[src/rtl/net_rx_if.sv]
// Network receive bundle: inbound data+tag words, ACK/NACK response toward the
// initiator, and the dequeue handshake toward the local consumer.
interface net_rx_if #(
   parameter int data_size  = 32,
   parameter int tag_size   = 8,
   parameter int fifo_depth = 4
);
   logic                              net_valid_in;
   logic [data_size+tag_size-1:0]     net_word_in;
   logic                              ack_valid_out;
   logic                              ack_nack_out;
   logic [tag_size-1:0]               ack_tag_out;
   logic                              deq_valid_out;
   logic [data_size-1:0]              deq_data_out;
   logic                              deq_ready_in;
   logic [$clog2(fifo_depth):0]       fifo_count_out;
   logic [7:0]                        err_count_out;

   modport master (
      output net_valid_in, net_word_in, deq_ready_in,
      input  ack_valid_out, ack_nack_out, ack_tag_out,
      input  deq_valid_out, deq_data_out, fifo_count_out, err_count_out
   );

   modport slave (
      input  net_valid_in, net_word_in, deq_ready_in,
      output ack_valid_out, ack_nack_out, ack_tag_out,
      output deq_valid_out, deq_data_out, fifo_count_out, err_count_out
   );
endinterface

[src/rtl/net_rx_responder.sv]
// Network-side receiver: two-stage capture/classify pipeline that checks parity
// and sequence, answers ACK/NACK, and buffers accepted payloads in a FIFO.
module net_rx_responder #(
   parameter int data_size  = 32,
   parameter int tag_size   = 8,
   parameter int fifo_depth = 4
) (
   input logic     clk,
   input logic     reset,
   net_rx_if.slave bus
);
   localparam int word_w = data_size + tag_size;
   localparam int seq_w  = tag_size - 1;
   localparam int ptr_w  = $clog2(fifo_depth);
   localparam int cnt_w  = ptr_w + 1;

   function automatic logic parity_ok(input logic [data_size-1:0] d, input logic p);
      return ~(^{d, p});
   endfunction

   logic                 cap_valid_q, cap_valid_d;
   logic [word_w-1:0]    cap_word_q,  cap_word_d;
   logic                 ack_valid_q, ack_valid_d;
   logic                 ack_nack_q,  ack_nack_d;
   logic [tag_size-1:0]  ack_tag_q,   ack_tag_d;
   logic [seq_w-1:0]     exp_seq_q,   exp_seq_d;
   logic [7:0]           err_cnt_q,   err_cnt_d;
   logic [ptr_w-1:0]     wr_ptr_q,    wr_ptr_d;
   logic [ptr_w-1:0]     rd_ptr_q,    rd_ptr_d;
   logic [cnt_w-1:0]     count_q,     count_d;
   logic [data_size-1:0] mem_q [fifo_depth];
   logic [data_size-1:0] mem_d [fifo_depth];

   logic [data_size-1:0] cap_data_s;
   logic [tag_size-1:0]  cap_tag_s;
   logic [seq_w-1:0]     cap_seq_s;
   logic                 full_s;
   logic                 enq_s;
   logic                 deq_s;

   assign cap_data_s = cap_word_q[word_w-1:tag_size];
   assign cap_tag_s  = cap_word_q[tag_size-1:0];
   assign cap_seq_s  = cap_tag_s[seq_w-1:0];
   assign full_s     = (count_q == cnt_w'(fifo_depth));
   assign deq_s      = (count_q != {cnt_w{1'b0}}) && bus.deq_ready_in;

   always_comb begin
      cap_valid_d = bus.net_valid_in;
      cap_word_d  = bus.net_word_in;
   end

   // Classification priority: parity, in-order accept/stall, duplicate, out-of-order.
   always_comb begin
      ack_valid_d = 1'b0;
      ack_nack_d  = 1'b0;
      ack_tag_d   = {tag_size{1'b0}};
      enq_s       = 1'b0;
      exp_seq_d   = exp_seq_q;
      err_cnt_d   = err_cnt_q;
      if (cap_valid_q) begin
         if (!parity_ok(cap_data_s, cap_tag_s[tag_size-1])) begin
            ack_valid_d = 1'b1;
            ack_nack_d  = 1'b1;
            ack_tag_d   = {1'b0, exp_seq_q};
            if (err_cnt_q != 8'hFF) begin
               err_cnt_d = err_cnt_q + 8'd1;
            end else begin
               err_cnt_d = err_cnt_q;
            end
         end else if (cap_seq_s == exp_seq_q) begin
            if (!full_s) begin
               ack_valid_d = 1'b1;
               ack_tag_d   = cap_tag_s;
               enq_s       = 1'b1;
               exp_seq_d   = exp_seq_q + seq_w'(1'b1);
            end else begin
               ack_valid_d = 1'b0;
            end
         end else if (cap_seq_s == exp_seq_q - seq_w'(1'b1)) begin
            ack_valid_d = 1'b1;
            ack_tag_d   = cap_tag_s;
         end else begin
            ack_valid_d = 1'b1;
            ack_nack_d  = 1'b1;
            ack_tag_d   = {1'b0, exp_seq_q};
         end
      end else begin
         ack_valid_d = 1'b0;
      end
   end

   always_comb begin
      mem_d = mem_q;
      if (enq_s) begin
         mem_d[wr_ptr_q] = cap_data_s;
         wr_ptr_d        = wr_ptr_q + ptr_w'(1'b1);
      end else begin
         wr_ptr_d = wr_ptr_q;
      end
      if (deq_s) begin
         rd_ptr_d = rd_ptr_q + ptr_w'(1'b1);
      end else begin
         rd_ptr_d = rd_ptr_q;
      end
      case ({enq_s, deq_s})
         2'b10:   count_d = count_q + cnt_w'(1'b1);
         2'b01:   count_d = count_q - cnt_w'(1'b1);
         default: count_d = count_q;
      endcase
   end

   always_ff @(posedge clk) begin
      if (reset) begin
         cap_valid_q <= 1'b0;
         cap_word_q  <= {word_w{1'b0}};
         ack_valid_q <= 1'b0;
         ack_nack_q  <= 1'b0;
         ack_tag_q   <= {tag_size{1'b0}};
         exp_seq_q   <= {seq_w{1'b0}};
         err_cnt_q   <= 8'd0;
         wr_ptr_q    <= {ptr_w{1'b0}};
         rd_ptr_q    <= {ptr_w{1'b0}};
         count_q     <= {cnt_w{1'b0}};
         mem_q       <= '{default: '0};
      end else begin
         cap_valid_q <= cap_valid_d;
         cap_word_q  <= cap_word_d;
         ack_valid_q <= ack_valid_d;
         ack_nack_q  <= ack_nack_d;
         ack_tag_q   <= ack_tag_d;
         exp_seq_q   <= exp_seq_d;
         err_cnt_q   <= err_cnt_d;
         wr_ptr_q    <= wr_ptr_d;
         rd_ptr_q    <= rd_ptr_d;
         count_q     <= count_d;
         mem_q       <= mem_d;
      end
   end

   assign bus.ack_valid_out  = ack_valid_q;
   assign bus.ack_nack_out   = ack_nack_q;
   assign bus.ack_tag_out    = ack_tag_q;
   assign bus.deq_valid_out  = (count_q != {cnt_w{1'b0}});
   assign bus.deq_data_out   = mem_q[rd_ptr_q];
   assign bus.fifo_count_out = count_q;
   assign bus.err_count_out  = err_cnt_q;
endmodule

[src/flat_wrapper.sv]
// flat-port wrapper written by rule: the top's interface ports become plain ports
module net_rx_responder_flat 
#(
   parameter int data_size  = 32,
   parameter int tag_size   = 8,
   parameter int fifo_depth = 4
)
  (clk, reset, bus_net_valid_in, bus_net_word_in, bus_deq_ready_in, bus_ack_valid_out, bus_ack_nack_out, bus_ack_tag_out, bus_deq_valid_out, bus_deq_data_out, bus_fifo_count_out, bus_err_count_out);
  net_rx_if #(.data_size(data_size), .tag_size(tag_size), .fifo_depth(fifo_depth)) bus_i ();
  input logic clk;
  input logic reset;
  input wire logic [$bits(bus_i.net_valid_in)-1:0] bus_net_valid_in;
  input wire logic [$bits(bus_i.net_word_in)-1:0] bus_net_word_in;
  input wire logic [$bits(bus_i.deq_ready_in)-1:0] bus_deq_ready_in;
  output wire logic [$bits(bus_i.ack_valid_out)-1:0] bus_ack_valid_out;
  output wire logic [$bits(bus_i.ack_nack_out)-1:0] bus_ack_nack_out;
  output wire logic [$bits(bus_i.ack_tag_out)-1:0] bus_ack_tag_out;
  output wire logic [$bits(bus_i.deq_valid_out)-1:0] bus_deq_valid_out;
  output wire logic [$bits(bus_i.deq_data_out)-1:0] bus_deq_data_out;
  output wire logic [$bits(bus_i.fifo_count_out)-1:0] bus_fifo_count_out;
  output wire logic [$bits(bus_i.err_count_out)-1:0] bus_err_count_out;
  assign bus_i.net_valid_in = bus_net_valid_in;
  assign bus_i.net_word_in = bus_net_word_in;
  assign bus_i.deq_ready_in = bus_deq_ready_in;
  assign bus_ack_valid_out = bus_i.ack_valid_out;
  assign bus_ack_nack_out = bus_i.ack_nack_out;
  assign bus_ack_tag_out = bus_i.ack_tag_out;
  assign bus_deq_valid_out = bus_i.deq_valid_out;
  assign bus_deq_data_out = bus_i.deq_data_out;
  assign bus_fifo_count_out = bus_i.fifo_count_out;
  assign bus_err_count_out = bus_i.err_count_out;
  net_rx_responder #(.data_size(data_size), .tag_size(tag_size), .fifo_depth(fifo_depth)) u_core (.clk(clk), .reset(reset), .bus(bus_i));
endmodule
[config.mk]
export PLATFORM = sky130hd
export DESIGN_NAME = net_rx_responder_flat
export DESIGN_NICKNAME = d
export VERILOG_FILES = /design/src/rtl/net_rx_if.sv /design/src/rtl/net_rx_responder.sv /design/src/flat_wrapper.sv
export SDC_FILE = /design/constraint.sdc
export NUM_CORES = 1
export LEC_CHECK = 0
export BUFFER_PORTS_ARGS = -buffer_cell sky130_fd_sc_hd__buf_2
export CAP_MARGIN = 20
export CORE_ASPECT_RATIO = 0.75
export CORE_MARGIN = 3
export CORE_UTILIZATION = 52
export CTS_CLUSTER_SIZE = 30
export DETAILED_ROUTE_END_ITERATION = 8
export PLACE_DENSITY = 0.72
export SKIP_CTS_REPAIR_TIMING = 1
export SLEW_MARGIN = 10
export SYNTH_ARGS = -nofsm -noshare
export SYNTH_HDL_FRONTEND = slang
export SYNTH_SLANG_ARGS = --single-unit
[constraint.sdc]
create_clock -name clk -period 4.5 [get_ports clk]
set_input_delay 0.9 -clock clk [delete_from_list [all_inputs] [get_ports clk]]
set_output_delay 0.9 -clock clk [all_outputs]
set_load 0.05 [all_outputs]
==> out/results.ini <==
[cells_and_area]
seq_area_sq_um=4030
diodes=0
multiInputGateArea_sq_um=4650
areaGrowthSynthToFinish_pct=13.6
final_nets=953
final_core_util_pct=60.5
drive_gt1_share_pct=19.8
fillers=1394

[yosys]
synth-edff-count=0
syn_nets=875
async_flop_share_pct=0
ys_ff_latch=201
yosysUniqueCellTypes=48
avgSynthCellArea_sq_um=11.0
ys_seq_area_share_pct=44.6
ys_warn_count=0
synth_area_sq_um=9020
netlist_instances=822
ys.flop_type=dfxtp_1

[drt]
dr.pass1.iters=5
viasPerCell=5.26
vias=5923
final_antenna_net_count=0
drt_iter0_drc=440
post_drt_wl_per_cell_um=16.4
drc_errors=0
drt-total-wl_mm=18.5

[worst_setup_path]
cp_data_required_time_ns=4.90
crit_family=XOR/XNOR gates
cp.arrival_ns=3.61
path_cells=xnor2_1 > xnor2_1 > xnor2_1 > xnor3_2 > xor2_1 > buf_4 > nand2_1 > ha_1 > inv_1 > fa_1 > xor2_1 > or3_1 > a21oi_1
cp_slowest_cell=xnor3_2
start_kind=flop
max_stage_delay_ns=0.56
crit_top_cell=xnor2_1
path_buf_inv=2
endpoint_kind=flop
path_max_fanout=20
crit_type=reg -> reg

[floorplanning]
die_w_um=158
fp.dieH_um=120
placementRows=41
dieArea_sq_um=19000
coreArea_sq_um=16900
start_util_pct=53.3
top_level_ports=98

[clock_tree]
clockRootBuffer=clkbuf_16
clk_pin_slew_ns=0.06
clock_path_buffers=3
clock_tree.htree_level_count=1
cts_made_buffers=20
cts_tree=done
clock_latency_ns=0.48
clock_sinks=201

[timing]
fin_crit_ns=3.21
final-max-slew-violation-count=0
worst_slew_pin_slew_ns=1.03
slew_headroom_pct=31.4
rsz0062_at_grt=false
finalSetupViolations=0
hold_viol=0
max_freq_ghz=0.312
timing.setup.tns_ns=0
fin_skew_ns=0.00632
post-route-period-util_pct=71.3

[place]
io_buffers=97
dp_hpwl_mm=11.8
place_congestion=0.839

[global_routing]
grt_usage_pct=19.6
antenna_found_initial=0
grt_pass1_vias=5804
grt_pass1_wl_mm=30.4
grt_max_degree=124
grt_overflow=0

[min_path]
hp-class=reg -> reg

[power_and_ir_drop]
leakagePower_nw=4.36
peakVddDrop_mv=0.269
power_density_nw_per_um2=404

[job]
cap_violations=0

[outcome]
status=completed

## cells in the final DEF, fill, tap and decap left out, types with 3 or more instances in the layout
cell type and count:
nor2b_1 42, nand2_1 19, or3_1 6, nand4b_1 4, ha_1 8, xor2_1 12, nand4_1 4, clkbuf_16 21
o21a_2 3, dfxtp_1 199, a21oi_1 17, buf_2 96, inv_1 13, nand3_1 14, o31ai_1 6, nor2_1 15
o21ai_0 10, buf_4 13, mux4_2 32, mux2i_1 135, clkbuf_1 7, or4_1 7, nand2b_1 161, xnor2_1 34
## cell type report
type                            count  share of cell area, %
Tap cell                          215                   2.63
Clock buffer                       29                   5.52
Clock inverter                      5                  0.757
Timing Repair Buffer              110                   5.91
Inverter                           13                  0.476
Multi-Input combinational cell    554                   45.4
Sequential cell                   201                   39.3
## state kept, by name, indices dropped and copies added (netlist names)
name                       cells
u_core.exp_seq_q               7
u_core.bus.ack_tag_out         8
u_core.rd_ptr_q                2
u_core.cap_word_q             40
u_core.mem_q                 128
u_core.bus.fifo_count_out      3
u_core.cap_valid_q             1
u_core.bus.ack_nack_out        1
u_core.bus.ack_valid_out       1
u_core.bus.err_count_out       8
u_core.wr_ptr_q                2
## worst min-delay path, stage by stage, from the launching register on
cell     delay, ns
dfxtp_1       0.32
nand2_1       0.05
mux2i_1       0.05
## kinds of logic after synthesis
group           Yosys count  synth area share [%]
simple gates            282                  18.9
flops                   201                  44.6
mux                     169                  23.2
buf+inv                  67                  3.95
xor+xnor                 48                  4.91
compound gates           46                  3.08
fa+ha+maj                 9                  1.33
## synthesized netlist by cell type (6+ instances only)
cell	number	share of area [%]
dfxtp_1	201	45
buf_6	12	1.5
or4_1	7	0.58
a21oi_1	17	0.94
xor2_1	12	1.2
clkbuf_1	33	1.4
mux2i_1	135	15
mux4_2	32	8.0
xnor2_1	34	3.3
nand3_1	14	0.78
inv_1	13	0.54
nand2b_1	161	11
o31ai_1	6	0.50
o21ai_0	10	0.55
or3_1	6	0.42
nor2_1	15	0.62
nor2b_1	42	2.9
nand2_1	19	0.79
ha_1	8	1.1
## final timing paths
check / cells after the start / start / slack (ns) / endpoint
worst max register to register: 13 / u_core.cap_word_q[15] / 1.29 / u_core.bus.fifo_count_out[2]
worst min register to register: 2 / u_core.cap_word_q[4] / 0.47 / u_core.bus.ack_tag_out[4]
worst min-delay path: 2 / u_core.cap_word_q[4] / 0.47 / u_core.bus.ack_tag_out[4]
worst max-delay path: 13 / u_core.cap_word_q[15] / 1.29 / u_core.bus.fifo_count_out[2]
## per-stage QoR
stage	setup WS [ns]	instances	cell area (sq um)	total power, mW	hold slack [ns]
final	1.29	1127	10200	4.14	0.470
after detailed placement	1.38	1092	9570	2.53	0.461
after floorplan	1.41	822	9020	2.35	0.446
after global placement	1.41	1092	9570	2.52	0.455
after CTS	1.11	1126	10200	4.18	0.474
after global routing	1.07	1127	10200	4.30	0.489
## power breakdown
part | internal [mW] | total (mW) | switching, mW
clock network | 0.986 | 1.65 | 0.665
registers | 1.82 | 1.85 | 0.0379
logic | 0.232 | 0.636 | 0.404
## routing by layer
metal | share of wire [%] | GRT usage [%]
met4 | 1.4 | 3.33
met1 | 50 | 30.0
met3 | 3.9 | 2.96
met2 | 45 | 29.8
met5 | 0 | 0
(Power assumes the default switching activity.)
